$ cat config.mk
export PLATFORM = sky130hd
export DESIGN_NAME = serve_unit_flat
export DESIGN_NICKNAME = d
export VERILOG_FILES = /design/src/rtl/serve_pkg.sv /design/src/rtl/serve_unit_if.sv /design/src/rtl/tick_gen.sv /design/src/rtl/serve_unit.sv /design/src/flat_wrapper.sv
export SDC_FILE = /design/constraint.sdc
export NUM_CORES = 1
export LEC_CHECK = 0
export CORE_MARGIN = 4
export CORE_UTILIZATION = 48
export CTS_CLUSTER_DIAMETER = 60
export DETAILED_ROUTE_END_ITERATION = 16
export HOLD_SLACK_MARGIN = 0.15
export PLACE_DENSITY = 0.87
export REMOVE_ABC_BUFFERS = 1
export SYNTH_ARGS = -nofsm -noshare
export SYNTH_HDL_FRONTEND = slang
export SYNTH_HIERARCHICAL = 1
export SYNTH_SLANG_ARGS = --single-unit
$ cat constraint.sdc
create_clock -name clk -period 4.3 [get_ports clk]
set_clock_uncertainty 0.1 [all_clocks]
set_input_delay 0.645 -clock clk [delete_from_list [all_inputs] [get_ports clk]]
set_output_delay 0.645 -clock clk [all_outputs]
set_load 0.005 [all_outputs]
$ cat src/rtl/serve_pkg.sv
// Shared constants for the serve unit: state encodings and the served-count width.
package serve_pkg;

  localparam int unsigned STATE_W = 2;
  localparam int unsigned CNT_W   = 8;

  localparam logic [STATE_W-1:0] S_IDLE  = 2'd0;
  localparam logic [STATE_W-1:0] S_SERVE = 2'd1;
  localparam logic [STATE_W-1:0] S_DONE  = 2'd2;

  typedef enum logic [STATE_W-1:0] {
    ST_IDLE  = S_IDLE,
    ST_SERVE = S_SERVE,
    ST_DONE  = S_DONE
  } state_e;

endpackage

$ cat src/rtl/serve_unit_if.sv
// Queue-to-server link: first-word-fall-through head entry plus the pop strobe.
interface serve_unit_if #(
  parameter int unsigned DT_SZ = 4
);
  logic             empty;
  logic [DT_SZ-1:0] qn;
  logic [DT_SZ-1:0] qt;
  logic             re;

  modport master (output empty, output qn, output qt, input re);
  modport slave  (input empty, input qn, input qt, output re);
endinterface

$ cat src/rtl/tick_gen.sv
// Prescaler producing one tick every TICK_DIV enabled cycles; clear wins over enable.
module tick_gen #(
  parameter int unsigned TICK_DIV = 4,
  parameter int unsigned DIV_W    = 2
) (
  input  logic clk,
  input  logic rst,
  input  logic clr_i,
  input  logic en_i,
  output logic tick_c_o
);

  localparam logic [DIV_W-1:0] LAST = DIV_W'(TICK_DIV - 1);

  logic [DIV_W-1:0] count_q;
  logic [DIV_W-1:0] count_d;

  always_comb begin
    count_d  = count_q;
    tick_c_o = en_i && (count_q == LAST);
    if (clr_i) begin
      count_d = '0;
    end else if (en_i) begin
      count_d = (count_q == LAST) ? '0 : count_q + DIV_W'(1);
    end
  end

  always_ff @(posedge clk) begin
    if (rst) begin
      count_q <= '0;
    end else begin
      count_q <= count_d;
    end
  end

endmodule

$ cat src/rtl/serve_unit.sv
// Pops the queue head when idle, counts its service time down in prescaled units,
// then pulses done for one cycle and bumps the served counter.
module serve_unit
  import serve_pkg::*;
#(
  parameter int unsigned DT_SZ    = 4,
  parameter int unsigned TICK_DIV = 4,
  parameter int unsigned DIV_W    = 2
) (
  input  logic               clk,
  input  logic               rst,
  serve_unit_if.slave        q,
  input  logic               hold_i,
  output logic [DT_SZ-1:0]   cur_num_o,
  output logic [DT_SZ-1:0]   remain_o,
  output logic               busy_o,
  output logic               done_o,
  output logic [CNT_W-1:0]   served_cnt_o,
  output logic [STATE_W-1:0] state_dbg_o
);

  state_e             state_q, state_d;
  logic [DT_SZ-1:0]   cur_num_q, cur_num_d;
  logic [DT_SZ-1:0]   remain_q, remain_d;
  logic [CNT_W-1:0]   served_q, served_d;
  logic               busy_q, done_q;
  logic               re_c;
  logic               tick_c;

  tick_gen #(
    .TICK_DIV (TICK_DIV),
    .DIV_W    (DIV_W)
  ) u_tick_gen (
    .clk      (clk),
    .rst      (rst),
    .clr_i    (state_q != ST_SERVE),
    .en_i     ((state_q == ST_SERVE) && !hold_i),
    .tick_c_o (tick_c)
  );

  // Next-state and datapath updates; re is only ever raised from IDLE.
  always_comb begin
    state_d   = state_q;
    cur_num_d = cur_num_q;
    remain_d  = remain_q;
    served_d  = served_q;
    re_c      = 1'b0;
    unique case (state_q)
      ST_IDLE: begin
        re_c = !q.empty && !hold_i && !rst;
        if (re_c) begin
          cur_num_d = q.qn;
          remain_d  = q.qt;
          state_d   = (q.qt != '0) ? ST_SERVE : ST_DONE;
        end
      end
      ST_SERVE: begin
        if (tick_c && (remain_q != '0)) begin
          remain_d = remain_q - DT_SZ'(1);
          if (remain_q == DT_SZ'(1)) begin
            state_d = ST_DONE;
          end
        end
      end
      ST_DONE: begin
        served_d = served_q + CNT_W'(1);
        state_d  = ST_IDLE;
      end
      default: begin
        state_d = ST_IDLE;
      end
    endcase
  end

  // busy/done are registered from the next state so they align with state_q.
  always_ff @(posedge clk) begin
    if (rst) begin
      state_q   <= ST_IDLE;
      cur_num_q <= '0;
      remain_q  <= '0;
      served_q  <= '0;
      busy_q    <= 1'b0;
      done_q    <= 1'b0;
    end else begin
      state_q   <= state_d;
      cur_num_q <= cur_num_d;
      remain_q  <= remain_d;
      served_q  <= served_d;
      busy_q    <= (state_d == ST_SERVE) || (state_d == ST_DONE);
      done_q    <= (state_d == ST_DONE);
    end
  end

  assign q.re         = re_c;
  assign cur_num_o    = cur_num_q;
  assign remain_o     = remain_q;
  assign busy_o       = busy_q;
  assign done_o       = done_q;
  assign served_cnt_o = served_q;
  assign state_dbg_o  = state_q;

endmodule

$ cat src/flat_wrapper.sv
// flat-port wrapper written by rule: the top's interface ports become plain ports
module serve_unit_flat import serve_pkg::*;
#(
  parameter int unsigned DT_SZ    = 4,
  parameter int unsigned TICK_DIV = 4,
  parameter int unsigned DIV_W    = 2
)
  (clk, rst, hold_i, cur_num_o, remain_o, busy_o, done_o, served_cnt_o, state_dbg_o, q_empty, q_qn, q_qt, q_re);
  serve_unit_if #(.DT_SZ(DT_SZ)) q_i ();
  input  logic clk;
  input  logic rst;
  input  logic hold_i;
  output logic [DT_SZ-1:0] cur_num_o;
  output logic [DT_SZ-1:0] remain_o;
  output logic busy_o;
  output logic done_o;
  output logic [CNT_W-1:0] served_cnt_o;
  output logic [STATE_W-1:0] state_dbg_o;
  input wire logic [$bits(q_i.empty)-1:0] q_empty;
  input wire logic [$bits(q_i.qn)-1:0] q_qn;
  input wire logic [$bits(q_i.qt)-1:0] q_qt;
  output wire logic [$bits(q_i.re)-1:0] q_re;
  assign q_i.empty = q_empty;
  assign q_i.qn = q_qn;
  assign q_i.qt = q_qt;
  assign q_re = q_i.re;
  serve_unit #(.DT_SZ(DT_SZ), .TICK_DIV(TICK_DIV), .DIV_W(DIV_W)) u_core (.clk(clk), .rst(rst), .q(q_i), .hold_i(hold_i), .cur_num_o(cur_num_o), .remain_o(remain_o), .busy_o(busy_o), .done_o(done_o), .served_cnt_o(served_cnt_o), .state_dbg_o(state_dbg_o));
endmodule
==> results of run 1 <==
==> logic make-up (layout without fill, tap and decap cells) <==
group	count (synthesis)	count (layout)
and+or+nand+nor	52	52
AOI/OAI and AO/OA	25	25
DFF	22	22
buffers and inverters	7	41
adders and majority gates	6	6
xor gates and xnor gates	4	4
muxes	2	2
==> worst max-delay path by stage <==
| stage | start | endpoint | slack, ns | depth (start not counted) |
|---|---|---|---|---|
| floorplan | u_core/state_dbg_o[0] | u_core/busy_o | 1.90 | 9 |
| global placement | rst | q_re | 1.32 | 6 |
| detailed placement | rst | q_re | 1.29 | 6 |
| CTS | rst | q_re | 1.28 | 6 |
| global route | rst | q_re | 1.15 | 6 |
| finish | rst | q_re | 1.30 | 6 |
==> cells in the final DEF, fill, tap and decap left out, types with 2 or more instances in the layout <==
cell             Yosys  routed
nor3b_1              2       2
xor2_1               4       4
nor3_1               3       3
dfxtp_1             22      22
inv_1                2       2
clkbuf_4             0       3
o21ai_0              9       9
ha_1                 6       6
nand2_1             14      14
mux2i_1              2       2
nand2b_1             6       6
nor2b_1              3       3
and2_1               2       2
or4_1                2       2
clkdlybuf4s50_1      0      32
nor2_1              11      11
a21oi_1              7       7
or3b_1               2       2
or3_1                2       2
==> synth_stat cells (3+ instances only) <==
master	number	share of area, %
nand2b_1	6	3.6
nor3_1	3	1.5
nand2_1	14	5.1
ha_1	6	7.3
nor2b_1	3	1.8
nor2_1	11	4.0
xor2_1	4	3.4
dfxtp_1	22	43
o21ai_0	9	4.4
a21oi_1	7	3.4
==> flip-flops by register name, summed over array words and instances (netlist names) <==
name                       flops
u_core/served_cnt_o            8
u_core/cur_num_o               4
u_core/remain_o                4
u_core/state_dbg_o             2
u_core/u_tick_gen/count_q      2
u_core/busy_o                  1
u_core/done_o                  1
==> worst max-delay path, delay by kind of cell <==
family	cells	cell delay [ns]
buffers and inverters	4	1.40
AND/OR/NAND/NOR	2	0.20
==> power by group through the flow <==
| stage | sequential (mW) | combinational (mW) | clock, mW |
|---|---|---|---|
| 2_1_floorplan | 0.216 | 0.0180 | 0 |
| 3_3_place_gp | 0.217 | 0.0448 | 0 |
| 3_5_place_dp | 0.217 | 0.0454 | 0 |
| 4_1_cts | 0.212 | 0.0457 | 0.114 |
| 5_1_grt | 0.213 | 0.0508 | 0.121 |
| 6_report | 0.212 | 0.0455 | 0.110 |
==> per-stage QoR <==
step | cell area [µm²] | total power, mW | hold slack, ns | setup slack, ns
after CTS | 1420 | 0.372 | 0.386 | 1.28
final | 1420 | 0.368 | 0.386 | 1.30
after detailed placement | 1380 | 0.262 | 0.370 | 1.29
after global routing | 1420 | 0.385 | 0.436 | 1.15
after global placement | 1380 | 0.261 | 0.358 | 1.32
after floorplan | 1020 | 0.235 | 0.365 | 1.90
==> metal layers <==
layer / vias to the layer above / track usage (%) / share of wire, %
li1: 480 / - / -
met2: 29 / 30.3 / 48
met1: 436 / 19.0 / 44
met4: 0 / 9.13 / 1.8
met5: - / 0 / 0
met3: 4 / 3.54 / 6.3
==> area by class of cell <==
type / instances / area share [%]
clock buffers: 4 / 2.56
flip-flops and latches: 22 / 31.0
inverters: 4 / 1.06
well taps: 27 / 2.38
multi-input cells: 89 / 39.9
repair buffers: 33 / 23.1
==> run_results.csv, run 1 <==
group,metric,value,unit
logic_synthesis,synth.ff_latch_count,22,
clock_tree,cts_inserted_buffers,3,
final_layout,synthToLayoutAreaGrowth,37.2,%
logic_synthesis,yosys_most_used_dff,"dfxtp_1",
setup_path,worstReg2RegEnd,"u_core/busy_o",
clock_tree,max_root_sink_buffers,2,
hold_path,worstHoldEndpoint,"u_core/cur_num_o[2]",
hold_path,min_path_cells,2,
final_layout,fin_cells,179,
floorplanning,core_region_area,2000,µm²
detailed_routing,routed_wire_length_per_instance,12.1,µm
detailed_routing,drt_wl_total,2160,µm
pwr,switching_share,22.2,%
detailed_routing,route.detailed.drc,0,
detailed_routing,drtAntennaViolNets,0,
pwr,switchingPower,81.6,µW
pwr,internal_power,286,µW
final_layout,layout.nets,171,
floorplanning,die_y,54.4,µm
floorplanning,start_util,51.7,%
sta,timing.slew.headroom,65.9,%
clock_tree,post_cts.resized_instances,0,
global_routing,grt_first_pass_wirelength,3640,µm
logic_synthesis,synth_cell_type_count,35,
logic_synthesis,synth.avg_cell_area,8.77,µm²
detailed_routing,drt-pass1-iter-count,4,
clock_tree,tritoncts,"yes",
setup_path,timing_worst_setup_path_type,"in2out",
setup_path,critical_path.reg2reg.startpoint,"u_core/state_dbg_o[0]",
sta,share_of_the_cycle_needed_by_the_critical_path_after_routing,69.8,%
clock_tree,cts.htree.levels,1,
setup_path,ff2ff_setup_slack,1.47,ns
floorplanning,fp.dieArea,2960,µm²
placed_design,place.port_buffers,32,
sta,timing.fmax,0.333,GHz
clock_tree,path_clk_slew,0.11,ns
setup_path,worst_setup_path_end_kind,"primary output",
setup_path,r2r.worst_path.cells,9,
detailed_routing,vias_per_cell,5.30,
clock_tree,cts_root_buffer,"clkbuf_4",
pwr,sequentialPowerShare,57.7,%
job,maxCapViolCount,0,
placed_design,dpl_cells,175,
final_layout,drive_gt1_share,5.92,%
clock_tree,hold_buffers,0,
pwr,vdd_ir_drop_max,255,µV
sta,fin_crit,3.00,ns
final_layout,multi_input_comb_area,567,µm²
setup_path,worst_path_required_time,3.56,ns
setup_path,worstPathMaxFanout,23,
logic_synthesis,synthMuxAreaShare,1.93,%
pwr,share_clk_of_total_power,29.9,%
logic_synthesis,post_synth_fa_ha_maj_area_fraction,7.26,%
pwr,power.leakage,0.515,nW
outcome,status,"finished clean",
floorplanning,placementRows,16,
setup_path,worst_path_most_repeated_cell,"clkdlybuf4s50_1",
clock_tree,cts_setup_buffers,0,
logic_synthesis,synth_top_family_by_area,"simple AND/OR/NAND/NOR gates",
sta,worst_slew_pin_slew,0.510,ns
logic_synthesis,synth-xor-area-share,3.39,%
logic_synthesis,post_synthesis_cell_area,1030,µm²
final_layout,post-route-util,70.9,%
placed_design,finalWeightedCongestion,0.901,
pwr,combinationalPowerShare,12.4,%
global_routing,grt_overflow,0,
global_routing,grtUsageTotal,17.1,%
floorplanning,boundaryPins,33,
pwr,cell_pwr_density,259,nW/µm²
floorplanning,dieWidth,54.4,µm
setup_path,worstSetupStartpointType,"input port",
setup_path,crit_slowest_cell,"clkdlybuf4s50_1",
final_layout,final-seq-area,440,µm²
logic_synthesis,synth.yosys.seq_area_share,42.6,%
sta,grt_setup_unrepaired,"false",
setup_path,cpPeakStageDelay,0.51,ns
global_routing,grt_max_degree,24,
placed_design,post_detail_place_hpwl,1680,µm
setup_path,timing.critical_path.cells,"clkdlybuf4s50_1 -> buf_4 -> nor2_1 -> nand2_1 -> clkinv_1 -> clkdlybuf4s50_1",
clock_tree,clock_insertion_delay_worst_skew,0.30,ns
sta,report.final.setup_viol,0,
global_routing,first_global_vias,877,
sta,final.setup.tns,0,ns
logic_synthesis,post_synth_and_or_nand_nor_area_fraction,26.5,%
setup_path,cp.arrival,2.26,ns
final_layout,n_fill_cell,169,
logic_synthesis,synthCells,118,
sta,timing.final.hold_violations,0,
sta,drv_slew,0,
detailed_routing,detailedRoute.firstIterationViolations,18,
logic_synthesis,synth-edff-count,0,
logic_synthesis,synth-compound-area-share,15.7,%
hold_path,holdCritPathClass,"reg2reg",
hold_path,hold_start,"u_core/cur_num_o[2]",
clock_tree,numClockSinks,22,
logic_synthesis,synth.yosys.warnings,6,
detailed_routing,detailroute.via_count,949,
global_routing,grt_antenna_before_repair,0,
logic_synthesis,synth_async_sr_flop_share,0,%
final_layout,antenna_cells_inserted,0,
Note: power is estimated with default switching activity, not from simulation.
==> run 2: changes to the inputs <==
CORE_UTILIZATION = 45   (was 48)
PLACE_DENSITY = 0.82   (was 0.87)
clock period = 3 ns   (was 4.3 ns; I/O delays follow)
==> run 2 against run 1 <==
Against the previous run:
- critical path depth shrank 1
- setup slack got worse by 0.84 ns
- register-to-register slack got worse by 0.91 ns
- clock power is 12% higher
- sequential power grew 43%
- sequential share of layout area increased by 0.11 points
- utilization down 6.3 points
- critical endpoint unchanged
- worst hold slack hardly changed
==> run_results.csv, run 2 (same netlist as run 1, synthesis figures left out) <==
group,metric,value,unit
setup_path,crit_slowest_cell,"clkdlybuf4s50_1",
setup_path,r2r.worst_path.cells,9,
floorplanning,placementRows,17,
setup_path,timing.critical_path.max_delay_family,"buffers and inverters",
sta,drv_slew,0,
final_layout,layout.cells.most_common_list,"clkdlybuf4s50_1, dfxtp_1, nand2_1",
placed_design,dp_slack,0.451,ns
clock_tree,hold_buffers,0,
setup_path,timing.critical_path.cells,"clkdlybuf4s50_1 -> nor3_1 -> nand2_1 -> clkinv_1 -> clkdlybuf4s50_1",
setup_path,timing_worst_setup_path_type,"in2out",
floorplanning,core_region_area,2190,µm²
clock_tree,cts_root_buffer,"clkbuf_4",
global_routing,grt_overflow,0,
clock_tree,path_clk_slew,0.10,ns
floorplanning,dieWidth,56.0,µm
setup_path,worstSetupStartpointType,"input port",
sta,grt_setup_unrepaired,"false",
detailed_routing,detailedRoute.firstIterationViolations,11,
setup_path,worstReg2RegEnd,"u_core/busy_o",
setup_path,ff2ff_setup_slack,0.56,ns
hold_path,worstHoldEndpoint,"u_core/cur_num_o[1]",
sta,share_of_the_cycle_needed_by_the_critical_path_after_routing,84.5,%
hold_path,holdCritPathClass,"reg2reg",
setup_path,setup.worst_path.start,"hold_i",
clock_tree,cts.htree.levels,1,
clock_tree,numClockSinks,22,
detailed_routing,detailroute.via_count,978,
setup_path,critical_path_buf_inv_count,3,
floorplanning,boundaryPins,33,
floorplanning,fp.dieArea,3130,µm²
clock_tree,clock_insertion_delay_worst_skew,0.29,ns
clock_tree,tritoncts,"yes",
global_routing,grt_antenna_before_repair,0,
detailed_routing,vias_per_cell,5.43,
sta,report.final.setup_viol,0,
detailed_routing,route.detailed.drc,0,
sta,timing.final.hold_violations,0,
global_routing,grt_max_degree,23,
detailed_routing,drt_wl_total,2360,µm
final_layout,final-seq-area,440,µm²
global_routing,first_global_vias,929,
hold_path,min_path_cells,2,
pwr,vdd_ir_drop_max,254,µV
outcome,status,"finished clean",
placed_design,post_detail_place_hpwl,1860,µm
job,maxCapViolCount,0,
final_layout,multi_input_comb_area,567,µm²
placed_design,place.port_buffers,32,
setup_path,worst_path_required_time,2.45,ns
sta,setup_ws,0.464,ns
clock_tree,cts_setup_buffers,0,
sta,timing.fmax,0.394,GHz
global_routing,grt_first_pass_wirelength,3830,µm
detailed_routing,drt-pass1-iter-count,4,
setup_path,cpPeakStageDelay,0.52,ns
pwr,cell_pwr_density,350,nW/µm²
final_layout,largest_register_ff_count,8,
final_layout,drive_gt1_share,5.92,%
floorplanning,start_util,47.2,%
sta,worst_slew_pin_slew,0.355,ns
final_layout,n_fill_cell,181,
clock_tree,max_root_sink_buffers,2,
setup_path,worst_path_most_repeated_cell,"clkdlybuf4s50_1",
setup_path,worst_setup_path_end_kind,"primary output",
final_layout,commonest_non_fill_non_tap_cell_in_the_layout,"clkdlybuf4s50_1",
detailed_routing,routed_wire_length_per_instance,13.1,µm
clock_tree,post_cts.resized_instances,0,
clock_tree,cts_inserted_buffers,3,
hold_path,hold_start,"u_core/cur_num_o[1]",
sta,final.setup.tns,0,ns
final_layout,layout.nets,172,
setup_path,worstPathMaxFanout,10,
setup_path,critical_path.reg2reg.startpoint,"u_core/state_dbg_o[0]",
final_layout,synthToLayoutAreaGrowth,36.8,%
final_layout,antenna_cells_inserted,0,
floorplanning,die_y,56.0,µm
setup_path,cp.arrival,1.99,ns
global_routing,grtUsageTotal,15.2,%
detailed_routing,drtAntennaViolNets,0,
pwr,power.leakage,0.513,nW
placed_design,finalWeightedCongestion,0.893,
sta,fin_crit,2.54,ns
sta,timing.slew.headroom,76.1,%
run 2: layout make-up:
| class | instances | area share, % |
|---|---|---|
| Clock buffer | 3 | 1.59 |
| Inverter | 4 | 1.06 |
| Multi-Input combinational cell | 89 | 40.1 |
| Sequential cell | 22 | 31.1 |
| Tap cell | 28 | 2.48 |
| Timing Repair Buffer | 34 | 23.7 |
run 2: tightest hold or removal path, delay by kind of cell (launching register included):
family	cells	cell delay, ns
compound gates	1	0.06
flops	1	0.32
simple gates	1	0.06
run 2: worst max path at each step:
stage | to | slack [ns] | cells past startpoint
3_5_place_dp | u_core/busy_o | 0.45 | 8
6_report | q_re | 0.46 | 5
5_1_grt | q_re | 0.31 | 5
2_1_floorplan | u_core/busy_o | 0.60 | 9
3_3_place_gp | q_re | 0.50 | 5
4_1_cts | q_re | 0.46 | 5
run 2: layer usage:
metal  part of all wire, %  up-vias  GRT usage [%]
met1                    43      459           16.6
met2                    50       35           28.2
li1                      -      482              -
met4                  0.59        0           5.08
met5                     0        -              0
met3                   6.7        2           3.71
run 2: report_power, final:
group | leakage (nW) | switching [mW] | internal, mW | total (mW)
registers | 0.178 | 0.00540 | 0.299 | 0.304
clock network | 0.0138 | 0.0769 | 0.0466 | 0.123
logic | 0.321 | 0.0287 | 0.0389 | 0.0675
run 2: per-stage QoR:
stage	total power, mW	util (%)	std cells	hold slack [ns]	cell area [µm²]
final	0.495	64.6	180	0.385	1420
after global routing	0.519	64.6	180	0.429	1420
after CTS	0.501	64.6	180	0.394	1420
after detailed placement	0.378	63.6	177	0.377	1390
after global placement	0.376	63.6	177	0.359	1390
after floorplan	0.336	-	115	0.365	1020
==> run 3: changes to the inputs <==
clock period = 2.5 ns   (was 3 ns; I/O delays follow)
==> run 3 against run 2 <==
Against the previous run:
- worst hold slack got worse by 0.0022 ns
- critical path depth unchanged
- design area grew 3.1%
- combinational power up 28%
- non-clock buffer count rose by 4
- largest cell class unchanged
- clock-buffer cell count grew 1
- sequential share of layout area shrank 0.93 points
- global-route usage rose by 0.31 points
==> run_results.csv, run 3 (same netlist as run 1, synthesis figures left out) <==
group,metric,value,unit
sta,timing.final.hold_violations,0,
final_layout,drive_gt1_share,8.92,%
sta,holdWs,0.383,ns
clock_tree,cts_inserted_buffers,3,
placed_design,finalWeightedCongestion,0.896,
global_routing,first_global_vias,999,
final_layout,layout.nets,176,
detailed_routing,route.detailed.drc,0,
clock_tree,path_clk_slew,0.11,ns
sta,report.final.setup_viol,0,
pwr,vdd_ir_drop_max,331,µV
outcome,status,"finished clean",
final_layout,largest_register_ff_count,8,
global_routing,grt_antenna_before_repair,0,
clock_tree,max_root_sink_buffers,2,
sta,share_of_the_cycle_needed_by_the_critical_path_after_routing,92.0,%
clock_tree,cts_setup_buffers,0,
setup_path,ff2ff_setup_slack,0.28,ns
final_layout,antenna_cells_inserted,0,
detailed_routing,drt_wl_total,2390,µm
floorplanning,dieWidth,56.0,µm
setup_path,worst_setup_path_end_kind,"primary output",
sta,timing.slew.headroom,76.7,%
floorplanning,core_region_area,2190,µm²
placed_design,place.port_buffers,32,
setup_path,worst_path_required_time,2.03,ns
detailed_routing,m1WireLength,1010,µm
placed_design,post_detail_place_hpwl,1900,µm
clock_tree,tritoncts,"yes",
detailed_routing,top_layer_used,"met4",
final_layout,commonest_non_fill_non_tap_cell_in_the_layout,"clkdlybuf4s50_1",
sta,worst_slew_pin_slew,0.347,ns
detailed_routing,detailroute.via_count,986,
final_layout,layout.cells.most_common_list,"clkdlybuf4s50_1, dfxtp_1, nand2_1",
sta,drv_slew,0,
setup_path,worstPathMaxFanout,6,
global_routing,grt_max_degree,23,
setup_path,critical_path.reg2reg.startpoint,"u_core/state_dbg_o[0]",
clock_tree,numClockSinks,22,
floorplanning,fp.dieArea,3130,µm²
sta,final.setup.tns,0,ns
global_routing,grt_first_pass_wirelength,3970,µm
sta,timing.fmax,0.435,GHz
pwr,power.leakage,0.541,nW
sta,grt_setup_unrepaired,"false",
hold_path,worstHoldEndpoint,"u_core/cur_num_o[0]",
detailed_routing,drtAntennaViolNets,0,
floorplanning,start_util,47.2,%
clock_tree,hold_buffers,0,
sta,setup_ws,0.200,ns
setup_path,r2r.worst_path.cells,9,
hold_path,hold_start,"u_core/cur_num_o[0]",
detailed_routing,drt-pass1-iter-count,4,
detailed_routing,detailedRoute.firstIterationViolations,25,
global_routing,grtUsageTotal,15.5,%
placed_design,dp_slack,0.0615,ns
detailed_routing,routed_wire_length_per_instance,12.9,µm
floorplanning,boundaryPins,33,
pwr,cell_pwr_density,440,nW/µm²
final_layout,synthToLayoutAreaGrowth,41.0,%
clock_tree,cts_root_buffer,"clkbuf_4",
clock_tree,cts.htree.levels,1,
setup_path,timing.critical_path.cells,"buf_4 -> nor3_1 -> nand2_1 -> clkinv_1 -> clkdlybuf4s50_1",
global_routing,grt_overflow,0,
sta,fin_crit,2.30,ns
setup_path,timing_worst_setup_path_type,"reg2out",
floorplanning,die_y,56.0,µm
setup_path,crit_slowest_cell,"clkdlybuf4s50_1",
floorplanning,placementRows,17,
detailed_routing,vias_per_cell,5.33,
detailed_routing,routed-wl-met2,1180,µm
hold_path,min_path_cells,2,
setup_path,worstReg2RegEnd,"u_core/busy_o",
hold_path,holdCritPathClass,"reg2reg",
detailed_routing,detailroute.wirelength.met3,163,µm
setup_path,cpPeakStageDelay,0.50,ns
setup_path,worstSetupStartpointType,"flop",
job,maxCapViolCount,0,
clock_tree,post_cts.resized_instances,0,
setup_path,cp.arrival,1.82,ns
clock_tree,clock_insertion_delay_worst_skew,0.30,ns
run 3: cell count changes in the layout (fill, tap and decap cells not counted):
cell,before,now
clkbuf_8,0,1
buf_4,2,6
run 3: per-stage QoR:
stage | utilization [%] | total power, mW | instances | instance area [µm²]
floorplan | - | 0.403 | 115 | 1020
global placement | 64.9 | 0.455 | 181 | 1420
detailed placement | 64.9 | 0.458 | 181 | 1420
CTS | 66.6 | 0.647 | 185 | 1460
global route | 66.6 | 0.668 | 185 | 1460
finish | 66.6 | 0.642 | 185 | 1460
run 3: layout make-up:
cell class / count / area [µm²]
sequential: 22 / 440
timing repair buffer: 38 / 365
fill: 180 / 732
tap: 28 / 35.0
clock buffer: 4 / 36.3
multi-input combinational: 89 / 567
inverter: 4 / 15.0
run 3: worst max path at each step:
stage	start	slack, ns	cells after the start	endpoint
finish	u_core/state_dbg_o[0]	0.20	5	q_re
global route	u_core/state_dbg_o[0]	0.08	5	q_re
CTS	u_core/state_dbg_o[0]	0.18	5	q_re
detailed placement	hold_i	0.06	8	u_core/busy_o
global placement	hold_i	0.12	8	u_core/busy_o
floorplan	u_core/state_dbg_o[0]	0.1	9	u_core/busy_o
run 3: power breakdown:
part	switching [mW]	internal [mW]	total, mW
clock network	0.103	0.0889	0.192
registers	0.00518	0.358	0.364
logic	0.0365	0.0497	0.0861
total	0.145	0.497	0.642
run 3: worst max-delay path: cells and delay by family (launching register included):
family	cells	cell delay [ns]
buffers and inverters	3	0.74
and+or+nand+nor	2	0.46
DFF	1	0.33
run 3: routing by layer:
layer | vias up | track usage (%)
met5 | - | 0
met4 | 0 | 6.78
met3 | 3 | 2.55
met2 | 35 | 29.4
met1 | 455 | 16.5
li1 | 493 | -
